## config.mk

```make
export PLATFORM = sky130hd
export DESIGN_NAME = perf_event_counter
export DESIGN_NICKNAME = d
export VERILOG_FILES = /design/src/rtl/perf_event_counter.sv
export SDC_FILE = /design/constraint.sdc
export NUM_CORES = 1
export LEC_CHECK = 0
export ABC_CLOCK_PERIOD_IN_PS = 2200
export CAP_MARGIN = 20
export CORE_AREA = 2 2 233 235
export CTS_BUF_LIST = sky130_fd_sc_hd__clkbuf_2
export CTS_CLUSTER_DIAMETER = 120
export CTS_CLUSTER_SIZE = 10
export DETAILED_ROUTE_END_ITERATION = 8
export DIE_AREA = 0 0 235 237
export DONT_BUFFER_PORTS = 1
export GPL_TIMING_DRIVEN = 0
export PLACE_DENSITY_LB_ADDON = 0.12
export SYNTH_ARGS = -nofsm -noshare
export SYNTH_HDL_FRONTEND = slang
export SYNTH_SLANG_ARGS = --single-unit
```

## constraint.sdc

```tcl
create_clock -name clk_i -period 2.2 [get_ports clk_i]
set_input_delay 0.44 -clock clk_i [delete_from_list [all_inputs] [get_ports clk_i]]
set_output_delay 0.44 -clock clk_i [all_outputs]
set_load 0.005 [all_outputs]
```

## src/rtl/perf_event_counter.sv

```systemverilog
// perf_event_counter: in-core performance monitor. NUM_CNT programmable event
// counters plus a run-cycle counter, with freeze, clear, snapshot-to-shadow
// and an optional cycle budget that ends the run.
module perf_event_counter #(
  parameter int NUM_CNT    = 4,
  parameter int NUM_EVT    = 8,
  parameter int CNT_W      = 32,
  parameter int MAX_CYCLES = 64,
  localparam int IDX_W     = (NUM_CNT > 1) ? $clog2(NUM_CNT) : 1,
  localparam int SEL_W     = $clog2(NUM_EVT + 1)
) (
  input  logic               clk_i,
  input  logic               rst_i,
  input  logic               start_i,
  input  logic [NUM_EVT-1:0] evt_i,
  input  logic               freeze_i,
  input  logic               clr_i,
  input  logic               snap_i,
  input  logic               cfg_we_i,
  input  logic [IDX_W-1:0]   cfg_idx_i,
  input  logic [SEL_W-1:0]   cfg_sel_i,
  input  logic               cfg_sat_i,
  input  logic [IDX_W-1:0]   rd_idx_i,
  input  logic               rd_src_i,
  output logic [CNT_W-1:0]   rd_data_o,
  output logic               rd_ovf_o,
  output logic [CNT_W-1:0]   cycle_o,
  output logic               snap_valid_o,
  output logic               done_o,
  output logic [1:0]         state_o
);

  typedef enum logic [1:0] {
    S_IDLE   = 2'b00,
    S_RUN    = 2'b01,
    S_FROZEN = 2'b10,
    S_DONE   = 2'b11
  } state_t;

  // Event vector padded so every select code indexes a real bit; bit 0 is the
  // "disabled" slot and is tied low.
  localparam int                EXT_W    = 1 << SEL_W;
  localparam logic [CNT_W-1:0]  CNT_MAX  = '1;
  localparam logic [CNT_W-1:0]  CYC_LAST = CNT_W'(MAX_CYCLES - 1);

  state_t             state;
  logic [CNT_W-1:0]   cycle;
  logic [CNT_W-1:0]   cnt    [NUM_CNT];
  logic [CNT_W-1:0]   shadow [NUM_CNT];
  logic [SEL_W-1:0]   sel    [NUM_CNT];
  logic [NUM_CNT-1:0] sat;
  logic [NUM_CNT-1:0] ovf;
  logic [NUM_CNT-1:0] hit;
  logic [EXT_W-1:0]   evt_ext;
  logic               count_en;
  logic               budget_hit;
  logic               snap_vld;
  logic [CNT_W-1:0]   rd_live;
  logic [CNT_W-1:0]   rd_shadow;
  logic               rd_ovf;

  // Increment with end-of-range handling: all-ones either holds (saturate)
  // or rolls over to zero (wrap).
  function automatic logic [CNT_W-1:0] bump(input logic [CNT_W-1:0] v,
                                            input logic             sat_mode);
    if (v == CNT_MAX) return sat_mode ? CNT_MAX : '0;
    return v + 1'b1;
  endfunction

  // Counting is suspended in the very cycle freeze_i rises, not one later.
  assign count_en   = (state == S_RUN) && !freeze_i;
  assign budget_hit = (MAX_CYCLES != 0) && (cycle == CYC_LAST);
  assign evt_ext    = EXT_W'({evt_i, 1'b0});

  // Per-channel event hit from the currently programmed select.
  always_comb begin
    hit = '0;
    for (int c = 0; c < NUM_CNT; c++) hit[c] = evt_ext[sel[c]];
  end

  // Run-control state machine.
  always_ff @(posedge clk_i or negedge rst_i) begin
    if (!rst_i) begin
      state <= S_IDLE;
    end else begin
      case (state)
        S_IDLE:   if (start_i) state <= S_RUN;
        S_RUN: begin
          if (freeze_i)                  state <= S_FROZEN;
          else if (!clr_i && budget_hit) state <= S_DONE;
        end
        S_FROZEN: if (!freeze_i) state <= S_RUN;
        S_DONE:   if (clr_i) state <= S_IDLE;
        default:  state <= S_IDLE;
      endcase
    end
  end

  // Run-cycle counter; wraps silently, stops outside RUN.
  always_ff @(posedge clk_i or negedge rst_i) begin
    if (!rst_i)        cycle <= '0;
    else if (clr_i)    cycle <= '0;
    else if (count_en) cycle <= cycle + 1'b1;
  end

  // Channel configuration; an out-of-range index matches no channel.
  always_ff @(posedge clk_i or negedge rst_i) begin
    if (!rst_i) begin
      for (int c = 0; c < NUM_CNT; c++) sel[c] <= '0;
      sat <= '0;
    end else begin
      for (int c = 0; c < NUM_CNT; c++) begin
        if (cfg_we_i && (cfg_idx_i == IDX_W'(c))) begin
          sel[c] <= cfg_sel_i;
          sat[c] <= cfg_sat_i;
        end
      end
    end
  end

  // Live counters and sticky overflow; clear wins over a same-cycle event.
  always_ff @(posedge clk_i or negedge rst_i) begin
    if (!rst_i) begin
      for (int c = 0; c < NUM_CNT; c++) cnt[c] <= '0;
      ovf <= '0;
    end else begin
      for (int c = 0; c < NUM_CNT; c++) begin
        if (clr_i) begin
          cnt[c] <= '0;
          ovf[c] <= 1'b0;
        end else if (count_en && hit[c]) begin
          cnt[c] <= bump(cnt[c], sat[c]);
          if (cnt[c] == CNT_MAX) ovf[c] <= 1'b1;
        end
      end
    end
  end

  // Shadow capture of pre-edge counter values, with a one-cycle valid pulse.
  always_ff @(posedge clk_i or negedge rst_i) begin
    if (!rst_i) begin
      for (int c = 0; c < NUM_CNT; c++) shadow[c] <= '0;
      snap_vld <= 1'b0;
    end else begin
      for (int c = 0; c < NUM_CNT; c++) begin
        if (snap_i) shadow[c] <= cnt[c];
      end
      snap_vld <= snap_i;
    end
  end

  // Read mux; an index with no channel behind it reads as zero.
  always_comb begin
    rd_live   = '0;
    rd_shadow = '0;
    rd_ovf    = 1'b0;
    for (int c = 0; c < NUM_CNT; c++) begin
      if (rd_idx_i == IDX_W'(c)) begin
        rd_live   = cnt[c];
        rd_shadow = shadow[c];
        rd_ovf    = ovf[c];
      end
    end
  end

  // Registered read port, one cycle of latency.
  always_ff @(posedge clk_i or negedge rst_i) begin
    if (!rst_i) begin
      rd_data_o <= '0;
      rd_ovf_o  <= 1'b0;
    end else begin
      rd_data_o <= rd_src_i ? rd_shadow : rd_live;
      rd_ovf_o  <= rd_ovf;
    end
  end

  assign cycle_o      = cycle;
  assign snap_valid_o = snap_vld;
  assign done_o       = (state == S_DONE);
  assign state_o      = state;

endmodule
```

==> results.yml, run 1 <==
outcome:
  status: "finished with violations"
  violations: "hold timing, setup timing"
timing:
  tightest_slew_ns: 1.17
  setup_viol: 73
  fmax_ghz: 0.418
  fin_crit_sh: 1.09
  finalClockSkew_ns: 0.123
  drv_slew: 0
  max_slew_margin: 0.219
  final_hold_viol_count: 348
  whs_ns: -0.898
  rsz0062_at_grt: "true"
  fin_ws_ns: -0.195
  min_period_ns: 2.39
logic_synthesis:
  netlist_instances: 1697
  ys_ff_latch: 348
  synth_compound_area_frac: 0.120
  synthMuxAreaShare: 0.198
  synthSimpleGateAreaFrac: 0.162
  synth.net_count: 1727
  synth_flop_cell: "dfrtp_1"
  avgSynthCellArea_um2: 10.8
  seq_area_frac_synth: 0.474
  yosys.area.top_type_share: 0.474
  synth-async-reset-ratio: 1.00
  yosysWarnings: 0
  synth_top_cell_by_area: "dfrtp_1"
  synth_edf_count: 0
  synth_top_family_by_area: "multiplexers"
  syn_area_um2: 18400
  synth_adder_area_share: 0.00341
  synth.area.top_cells: "dfrtp_1, mux2_2, mux4_2"
  ys_types: 68
  synth_xor_area_frac: 0.0129
cells_and_area:
  areaGrowthSynthToFinish_pct: 24.5
  fin_util: 0.429
  nNetsFinal: 1922
  drive_gt1_frac: 0.443
power_and_ir_drop:
  peakVddDrop_mv: 0.564
  total_leakage_power_nw: 9.36
  power.density_nw_per_um2: 516
  power.total_mw: 11.8
setup_path:
  cp-end-kind: "register"
  cp-start-kind: "register"
  worst_ep_arrival_time_ns: 3.37
  path_class: "register to register"
  crit_fanout: 7
  crit_path_max_incr_delay_ns: 0.45
  cp_cell_sequence: "buf_6, buf_6, nor3b_4, buf_6, nand2b_4, o31a_4, buf_6, nor2_4, buf_6, a21oi_2, a211oi_2"
  slowest_stage: "dfrtp_1"
  cp.required_ns: 3.18
  path_common_cell: "buf_6"
global_route:
  gr-usage-met1: 0.312
  grt_pass1_wl_um: 99600
  grt_busiest_layer: "met2"
  use_met3: 0.0414
  grt_pass1_vias: 15600
  overflow: 0
  grt_max_degree: 349
  grtUsageMet2: 0.385
  antenna_found_initial: 2
  grt_usage: 0.234
routing:
  drt-initial-drc-count: 1251
  num_vias: 15500
  antenna_left: 0
  via_per_inst: 5.99
  drc: 0
  drt-total-wl_um: 66600
  drt-pass1-iter-count: 6
  wire_per_inst_um: 25.7
clock_tree:
  clk_pin_slew_ns: 0.20
  insertion_delay_ns: 1.08
  htree_levels: 2
  cts-root-buf: "clkbuf_2"
  cts_hold_buf: 21
  numCtsBuffers: 40
  cts_tree: "built"
  clock_path_buffers: 3
  cts.sinks: 348
die:
  io_pins: 94
  die_w_um: 235
  core_um2: 53300
  dieArea_um2: 55700
  num_rows: 85
  fp.dieH_um: 237
  start_util: 0.345
placed_design:
  place_hpwl_um: 44600
  port_buffers: 0
  preCtsSetupSlack_ns: -0.988
  gp_congestion: 0.885
run:
  maxCapViolations: 0
worst_hold_path:
  min_path_type: "primary input to asynchronous set/reset pin"
## placed cells by master (no fill, tap or decap), types with 11 or more instances in the layout
master / instances
a211oi_2: 11
a21oi_1: 73
a21oi_2: 45
a31oi_1: 27
and2_1: 15
and3_1: 34
and4_1: 13
buf_4: 104
buf_6: 39
buf_8: 11
clkbuf_1: 48
clkbuf_2: 47
dfrtp_1: 267
dfrtp_2: 81
dlygate4sd3_1: 21
inv_1: 13
mux2_2: 182
mux4_2: 69
nand2_1: 88
nand3_1: 53
nand4_1: 38
nor2_1: 115
nor2_4: 15
nor3_1: 37
nor3_2: 14
nor3_4: 11
nor4_1: 17
o21ai_0: 60
o21ai_1: 13
o21ai_2: 45
xor2_1: 17
## cell type report
| class | instances | area (µm²) |
|---|---|---|
| well taps | 696 | 871 |
| plain buffers | 103 | 759 |
| multi-input cells | 1219 | 10500 |
| clock buffers | 41 | 205 |
| flip-flops and latches | 348 | 8810 |
| fillers | 5038 | 30400 |
| inverters | 14 | 52.6 |
| diodes | 2 | 5.00 |
| clock inverters | 3 | 11.3 |
| repair buffers | 166 | 1620 |
## where the power goes
part	switching (mW)	total (mW)	internal, mW
Combinational	1.15	2.27	1.12
Clock	2.30	2.79	0.493
Sequential	0.198	6.75	6.55
## cell families after synthesis
| logic type | count (synthesis) |
|---|---|
| and+or+nand+nor | 560 |
| muxes | 255 |
| AOI/OAI and AO/OA | 371 |
| buffers and inverters | 131 |
| DFF | 348 |
| adders and majority gates | 5 |
| xor gates and xnor gates | 27 |
## per-layer routing
layer	vias to the layer above	wire length, µm
li1	6770	-
met1	8050	28000
met2	536	31700
met3	164	4150
met4	0	2710
met5	-	0
## path summary, 6_finish.rpt
kind | from | to | slack (ns) | cells after the start
max | state_o[1] | cnt[54] | -0.19 | 11
min | rst_i | shadow[93] | -0.90 | 0
max reg2reg | state_o[1] | cnt[54] | -0.19 | 11
min reg2reg | shadow[5] | shadow[5] | 0.52 | 1
max in group asynchronous | rst_i | cnt[106] | 2.13 | 0
min in group clk_i | cfg_sat_i | sat[3] | 0.15 | 2
## metrics by stage
| stage | setup TNS [ns] | std cells | cell area [µm²] |
|---|---|---|---|
| 4_1_cts | -3.76 | 2538 | 21300 |
| 3_3_place_gp | -100.97 | 2393 | 19200 |
| 5_1_grt | -17.07 | 2592 | 22900 |
| 2_1_floorplan | 0 | 1697 | 18400 |
| 6_report | -4.29 | 2592 | 22900 |
| 3_5_place_dp | -103.25 | 2394 | 19200 |
## timing repair
| action | in CTS | in global routing |
|---|---|---|
| buffers inserted | 87 | 51 |
| cloned | 5 | 6 |
| pin swaps | 80 | 126 |
| gates resized for setup | 290 | 324 |
| hold endpoints to repair | 488 | 348 |
| endpoints found under the setup margin | 150 | 143 |
## worst max-delay path, delay by kind of cell, from the launching register on
family	cells	cell delay, ns
buf+inv	5	0.70
flops	1	0.45
compound gates	3	0.64
simple gates	3	0.52
## synth_stat cells, drive strengths merged (10+ instances only)
| cell | count |
|---|---|
| buf | 30 |
| xnor2 | 10 |
| a21oi | 120 |
| nand4 | 40 |
| nor4 | 29 |
| mux2 | 184 |
| and3 | 41 |
| clkbuf | 87 |
| o21ai | 126 |
| a211oi | 16 |
| and2 | 19 |
| mux4 | 69 |
| nand2 | 94 |
| and4 | 20 |
| a311oi | 14 |
| nor2 | 133 |
| a31oi | 29 |
| nand3 | 66 |
| o22ai | 10 |
| dfrtp | 348 |
| nand2b | 11 |
| nor2b | 13 |
| inv | 14 |
| a41oi | 16 |
| nor3 | 62 |
| xor2 | 17 |
## flip-flops by register name, summed over array words and instances (netlist names)
| register | cells |
|---|---|
| cycle_o | 32 |
| state_o | 2 |
| cnt | 128 |
| shadow | 128 |
| snap_valid_o | 1 |
| rd_ovf_o | 1 |
| sat | 4 |
| rd_data_o | 32 |
| ovf | 4 |
| sel | 16 |
Note: power is estimated with default switching activity, not from simulation.
==> run 2: changes to the inputs <==
- CORE_AREA: 2 2 233 235 -> 2 2 210 212
- DIE_AREA: 0 0 235 237 -> 0 0 212 214
==> run 2 against run 1 <==
Net effect:
- the flow still finishes with violations (hold timing, setup timing)
- critical path depth decreased by 1
- combinational power decreased by 14%
- worst setup slack improved by 0.11 ns
- fmax increased by 4.8%
- via count decreased by 0.14%
- critical endpoint is now cnt[56]
- largest cell class unchanged
==> results.yml, run 2 (same netlist as run 1, synthesis figures left out) <==
routing:
  drt-initial-drc-count: 1555
  wire_per_inst_um: 25.7
  antenna_left: 0
  num_vias: 15500
  drt-total-wl_um: 63300
  drc: 0
  drt-pass1-iter-count: 7
  via_per_inst: 6.29
setup_path:
  crit_fanout: 7
  cp-end-kind: "register"
  timing.rr.end: "cnt[56]"
  r2r_setup_slack_ns: -0.08
  cp.required_ns: 3.10
  r2r_cells: 10
  rr_startpoint: "state_o[1]"
  cp-start-kind: "register"
  worst_ep_arrival_time_ns: 3.19
  path_class: "register to register"
die:
  core_um2: 42900
  start_util: 0.428
  num_rows: 76
  io_pins: 94
  fp.dieH_um: 214
  die_w_um: 212
  dieArea_um2: 45400
cells_and_area:
  mostFrequentLayoutCell: "dfrtp_1"
  drive_gt1_frac: 0.383
  top_regs: "cnt x128, shadow x128"
  nNetsFinal: 1907
  areaGrowthSynthToFinish_pct: 19.7
  final_cells: 2465
  final_cell_mix: "dfrtp_1, mux2_2, nor2_1, buf_4, a21oi_1"
placed_design:
  place_hpwl_um: 42800
  gp_congestion: 0.938
  dp_cells: 2283
  port_buffers: 0
outcome:
  status: "finished with violations"
  violations: "hold timing, setup timing"
clock_tree:
  clock_path_buffers: 3
  cts-root-buf: "clkbuf_2"
  cts_hold_buf: 20
  cts.sinks: 348
  cts_tree: "built"
  insertion_delay_ns: 1.05
  numCtsBuffers: 40
  htree_levels: 2
  clk_pin_slew_ns: 0.23
timing:
  final_hold_viol_count: 348
  fmax_ghz: 0.438
  min_period_ns: 2.28
  finalClockSkew_ns: 0.0844
  max_slew_margin: 0.263
  rsz0062_at_grt: "true"
  tightest_slew_ns: 1.11
  setup_viol: 35
  fin_ws_ns: -0.0844
  fin_crit_sh: 1.04
  whs_ns: -0.903
  drv_slew: 0
power_and_ir_drop:
  p_seq_frac: 0.590
  peakVddDrop_mv: 0.392
  power.total_mw: 11.4
  combPwrFrac: 0.172
  total_leakage_power_nw: 9.24
  switching_share: 0.303
  power.density_nw_per_um2: 520
  pwr-share-clk: 0.238
  cellInternalPower_mw: 7.96
  switchingPower_mw: 3.47
global_route:
  overflow: 0
  antenna_found_initial: 4
  grt_pass1_wl_um: 95300
  grt_usage: 0.279
  grt_pass1_vias: 15200
  grt_max_degree: 349
worst_hold_path:
  min_path_type: "primary input to asynchronous set/reset pin"
run:
  maxCapViolations: 0
[run 2: changes by cell type in the layout (fill, tap and decap cells not counted), moves of 6 or more]
| cell | before | now |
|---|---|---|
| o21ai_2 | 45 | 10 |
| o21ai_0 | 60 | 86 |
| a21oi_1 | 73 | 95 |
| a21oi_2 | 45 | 24 |
| o21ai_1 | 13 | 29 |
| dfrtp_1 | 267 | 280 |
| dfrtp_2 | 81 | 68 |
| nor3_2 | 14 | 7 |
| o21ai_4 | 8 | 1 |
| buf_6 | 39 | 33 |
| buf_8 | 11 | 5 |
[run 2: critical path, stage by stage (launching register included)]
cell	delay, ns
dfrtp_1	0.45
buf_6	0.14
nor3b_4	0.29
buf_6	0.16
nand2b_4	0.06
o31a_1	0.36
buf_12	0.17
nor3_4	0.13
buf_6	0.16
mux2i_1	0.19
nor2_1	0.05
[run 2: per-stage QoR]
stage               TNS [ns]   util  hold slack (ns)  setup WS [ns]  area [µm²]
global placement      -99.67  0.445            0.165          -1.06       19100
global route           -7.54  0.513           -0.991         -0.219       22000
detailed placement   -102.73  0.446            0.166          -1.01       19100
floorplan                  0      -            0.144        0.00953       18400
CTS                   -0.261  0.485            -1.01         -0.116       20800
finish                 -1.15  0.513           -0.903        -0.0844       22000
[run 2: per-layer routing]
metal / routed length (µm) / share of wire / up-vias / global-route usage
li1: - / - / 6744 / -
met1: 25700 / 0.41 / 7925 / 0.377
met2: 30300 / 0.48 / 669 / 0.452
met3: 4830 / 0.076 / 159 / 0.0490
met4: 2480 / 0.039 / 2 / 0.0955
met5: 13 / 0.00021 / - / 0
[run 2: worst max path at each step]
stage	slack (ns)	end	start	cells after the start
floorplan	0.01	cycle_o[30]	state_o[1]	9
global placement	-1.06	cnt[39]	cnt[47]	7
detailed placement	-1.01	cnt[37]	cnt[47]	7
CTS	-0.12	done_o	state_o[1]	2
global route	-0.22	cnt[84]	state_o[1]	8
finish	-0.08	cnt[56]	state_o[1]	10
[run 2: repair_timing]
| action | 4_1_cts | 5_1_grt |
|---|---|---|
| pin swaps | 48 | 91 |
| endpoints found under the hold margin | 443 | 348 |
| setup buffers | 69 | 59 |
| endpoints found under the setup margin | 146 | 133 |
| gates cloned | 3 | 3 |
| gates resized for setup | 222 | 233 |
[run 2: layout make-up]
| class | count | area (µm²) |
|---|---|---|
| clock buffer | 41 | 205 |
| buffer | 103 | 706 |
| tap | 585 | 732 |
| fill | 3931 | 20900 |
| timing repair buffer | 152 | 1390 |
| inverter | 14 | 52.6 |
| sequential | 348 | 8790 |
| clock inverter | 1 | 3.75 |
| multi-input combinational | 1218 | 10100 |
| antenna | 3 | 7.51 |
[run 2: power groups by stage]
| stage | Sequential, mW | Clock [mW] | Combinational, mW |
|---|---|---|---|
| floorplan | 6.77 | 0 | 0.783 |
| global placement | 6.84 | 0 | 1.16 |
| detailed placement | 6.85 | 0 | 1.17 |
| CTS | 6.73 | 2.83 | 1.64 |
| global route | 6.77 | 3.08 | 2.05 |
| finish | 6.74 | 2.72 | 1.96 |
==> run 3: changes to the inputs <==
- ABC_AREA: default -> 1
- CORE_AREA: 2 2 210 212 -> 2 2 219 221
- DIE_AREA: 0 0 212 214 -> 0 0 221 223
==> run 3 against run 2 <==
Net effect:
- the run still ends with hold timing, setup timing left
- worst setup slack improved by 0.049 ns
- clock-buffer cell count did not move
- clock skew rose by 0.0044 ns
- fmax rose by 2.2%
- clock power rose by 4%
- power barely moved
- via count rose by 30%
- critical path depth fell by 4
- largest cell class unchanged
==> results.yml, run 3 <==
setup_path:
  cp.required_ns: 3.21
  crit_fanout: 10
  path_common_cell: "clkbuf_1"
  rr_startpoint: "state_o[0]"
  slowest_stage: "dlygate4sd3_1"
  r2r_setup_slack_ns: 0.09
  timing.rr.end: "cnt[96]"
  r2r_cells: 8
  worst_ep_arrival_time_ns: 3.24
  crit_path_max_incr_delay_ns: 0.95
  cp-start-kind: "primary input"
  path_class: "primary input to register"
  cp-end-kind: "register"
  cp_cell_sequence: "dlygate4sd3_1, clkbuf_1, clkbuf_1, clkbuf_1, nand2_1, o21ai_0"
routing:
  antenna_left: 0
  drc: 0
  num_vias: 20200
  drt-total-wl_um: 79100
  wire_per_inst_um: 22.5
  drt-pass1-iter-count: 6
  via_per_inst: 5.74
  drt-initial-drc-count: 2126
power_and_ir_drop:
  peakVddDrop_mv: 0.403
  switching_share: 0.329
  cellInternalPower_mw: 7.67
  power.density_nw_per_um2: 528
  combPwrFrac: 0.152
  pwr-share-clk: 0.248
  total_leakage_power_nw: 9.93
  p_seq_frac: 0.600
  switchingPower_mw: 3.76
placed_design:
  place_hpwl_um: 59100
  dpl_cell_area_um2: 20800
  gp_congestion: 1.00
  port_buffers: 0
  preCtsSetupSlack_ns: -0.527
clock_tree:
  numCtsBuffers: 40
  cts_tree: "built"
  cts-root-buf: "clkbuf_2"
  cts_hold_buf: 27
  insertion_delay_ns: 1.15
  clock_path_buffers: 3
  clk_pin_slew_ns: 0.21
  htree_levels: 2
  cts.sinks: 348
worst_hold_path:
  min_path_type: "primary input to asynchronous set/reset pin"
timing:
  setup_viol: 2
  fin_crit_sh: 1.02
  finalClockSkew_ns: 0.0888
  fmax_ghz: 0.447
  whs_ns: -0.981
  tightest_slew_ns: 1.14
  rsz0062_at_grt: "true"
  final_hold_viol_count: 349
  max_slew_margin: 0.239
  min_period_ns: 2.24
  drv_slew: 0
  fin_ws_ns: -0.0355
logic_synthesis:
  ys_top_cells_by_count: "nand2_1, dfrtp_1, nand3_1, nor2_1, inv_1"
  ys_ff_latch: 348
  syn_area_um2: 20100
  synth_top_cell_by_area: "dfrtp_1"
  yosys.area.top_type_share: 0.434
  synth_edf_count: 0
  seq_area_frac_synth: 0.434
  avgSynthCellArea_um2: 7.13
  synth_flop_cell: "dfrtp_1"
  synth.net_count: 2844
  yosysMostFrequentCell: "nand2_1"
  ys_types: 44
  synth-async-reset-ratio: 1.00
  netlist_instances: 2814
  synth.area.top_cells: "dfrtp_1, nand2_1, nand3_1"
  yosysWarnings: 0
cells_and_area:
  top_regs: "cnt x128, shadow x128"
  mostFrequentLayoutCell: "nand2_1"
  areaGrowthSynthToFinish_pct: 7.88
  nNetsFinal: 2931
  fin_util: 0.459
  final_cell_mix: "nand2_1, nand3_1, dfrtp_1, nor2_1, inv_1"
  stdcell_area_um2: 21600
  nFillCells: 4896
  drive_gt1_frac: 0.0810
global_route:
  antenna_found_initial: 3
  grt_pass1_vias: 18800
  overflow: 0
  grt_usage: 0.317
  grt_pass1_wl_um: 119000
  grt_max_degree: 349
die:
  core_um2: 47100
  die_w_um: 221
  num_rows: 80
  dieArea_um2: 49300
  start_util: 0.425
  fp.dieH_um: 223
  io_pins: 94
outcome:
  status: "finished with violations"
  violations: "hold timing, setup timing"
run:
  maxCapViolations: 0
-- run 3: cell types whose count changed after synthesis, moves of 29 or more --
cell / delta
a21oi_1: -43
a221oi_1: +29
and3_1: -41
inv_1: +263
mux2_2: -160
mux4_2: -69
nand2_1: +761
nand3_1: +270
nor2_1: +158
nor3_1: -32
o21ai_0: +76
o22ai_1: +38
-- run 3: worst max-delay path, delay by kind of cell --
kind,cells,cell delay [ns]
simple gates,1,0.13
compound gates,1,0.10
buf+inv,4,2.55
-- run 3: area by class of cell --
type                    count  area, µm²  share of cell area
multi-input cells        2057       9860               0.456
flip-flops and latches    348       8740               0.404
inverters                 288       1090              0.0502
well taps                 615        769              0.0356
plain buffers             121        562              0.0260
repair buffers             45        405              0.0187
clock buffers              41        205             0.00948
clock inverters             3       11.3            0.000520
diodes                      2       5.00            0.000231
-- run 3: kinds of logic after synthesis --
family | Yosys count | share of synthesized area
XOR/XNOR | 51 | 0.0223
flip-flops | 348 | 0.434
buffers and inverters | 409 | 0.0810
multiplexers | 25 | 0.0140
AND/OR/NAND/NOR | 1598 | 0.339
adder cells (fa/ha/maj) | 5 | 0.00312
AO/OA/AOI/OAI | 378 | 0.107
-- run 3: worst max path at each step --
stage,start,end,slack [ns]
after floorplan,cnt[32],cnt[51],0.40
after global placement,clr_i,cnt[94],-0.54
after detailed placement,clr_i,cnt[3],-0.53
after CTS,state_o[0],done_o,-0.09
after global routing,state_o[0],done_o,-0.15
final,snap_i,shadow[107],-0.04
-- run 3: layer usage --
| layer | GRT usage | routed length [µm] | vias to the layer above |
|---|---|---|---|
| li1 | - | - | 9327 |
| met1 | 0.438 | 34000 | 9782 |
| met2 | 0.485 | 35200 | 899 |
| met3 | 0.0594 | 6220 | 180 |
| met4 | 0.137 | 3740 | 2 |
| met5 | 0 | 13 | - |
-- run 3: what timing repair did --
action / CTS / global route
pin swaps: 1 / 3
resized for setup: 19 / 56
buffers inserted: 6 / 12
hold endpoints to repair: 541 / 348
gates cloned: 0 / 0
endpoints found under the setup margin: 101 / 137
-- run 3: through the flow --
| stage | cells | total power, mW | TNS [ns] |
|---|---|---|---|
| floorplan | 2814 | 7.88 | 0 |
| global placement | 3429 | 8.44 | -44.12 |
| detailed placement | 3429 | 8.47 | -43.09 |
| CTS | 3506 | 11.4 | -0.103 |
| global route | 3520 | 11.9 | -0.195 |
| finish | 3520 | 11.4 | -0.0491 |
-- run 3: power by group through the flow --
stage | logic, mW | registers [mW] | clock network, mW
after global placement | 1.44 | 7.00 | 0
after CTS | 1.63 | 6.87 | 2.94
after floorplan | 0.980 | 6.90 | 0
final | 1.74 | 6.86 | 2.83
after global routing | 1.89 | 6.89 | 3.14
after detailed placement | 1.47 | 7.00 | 0
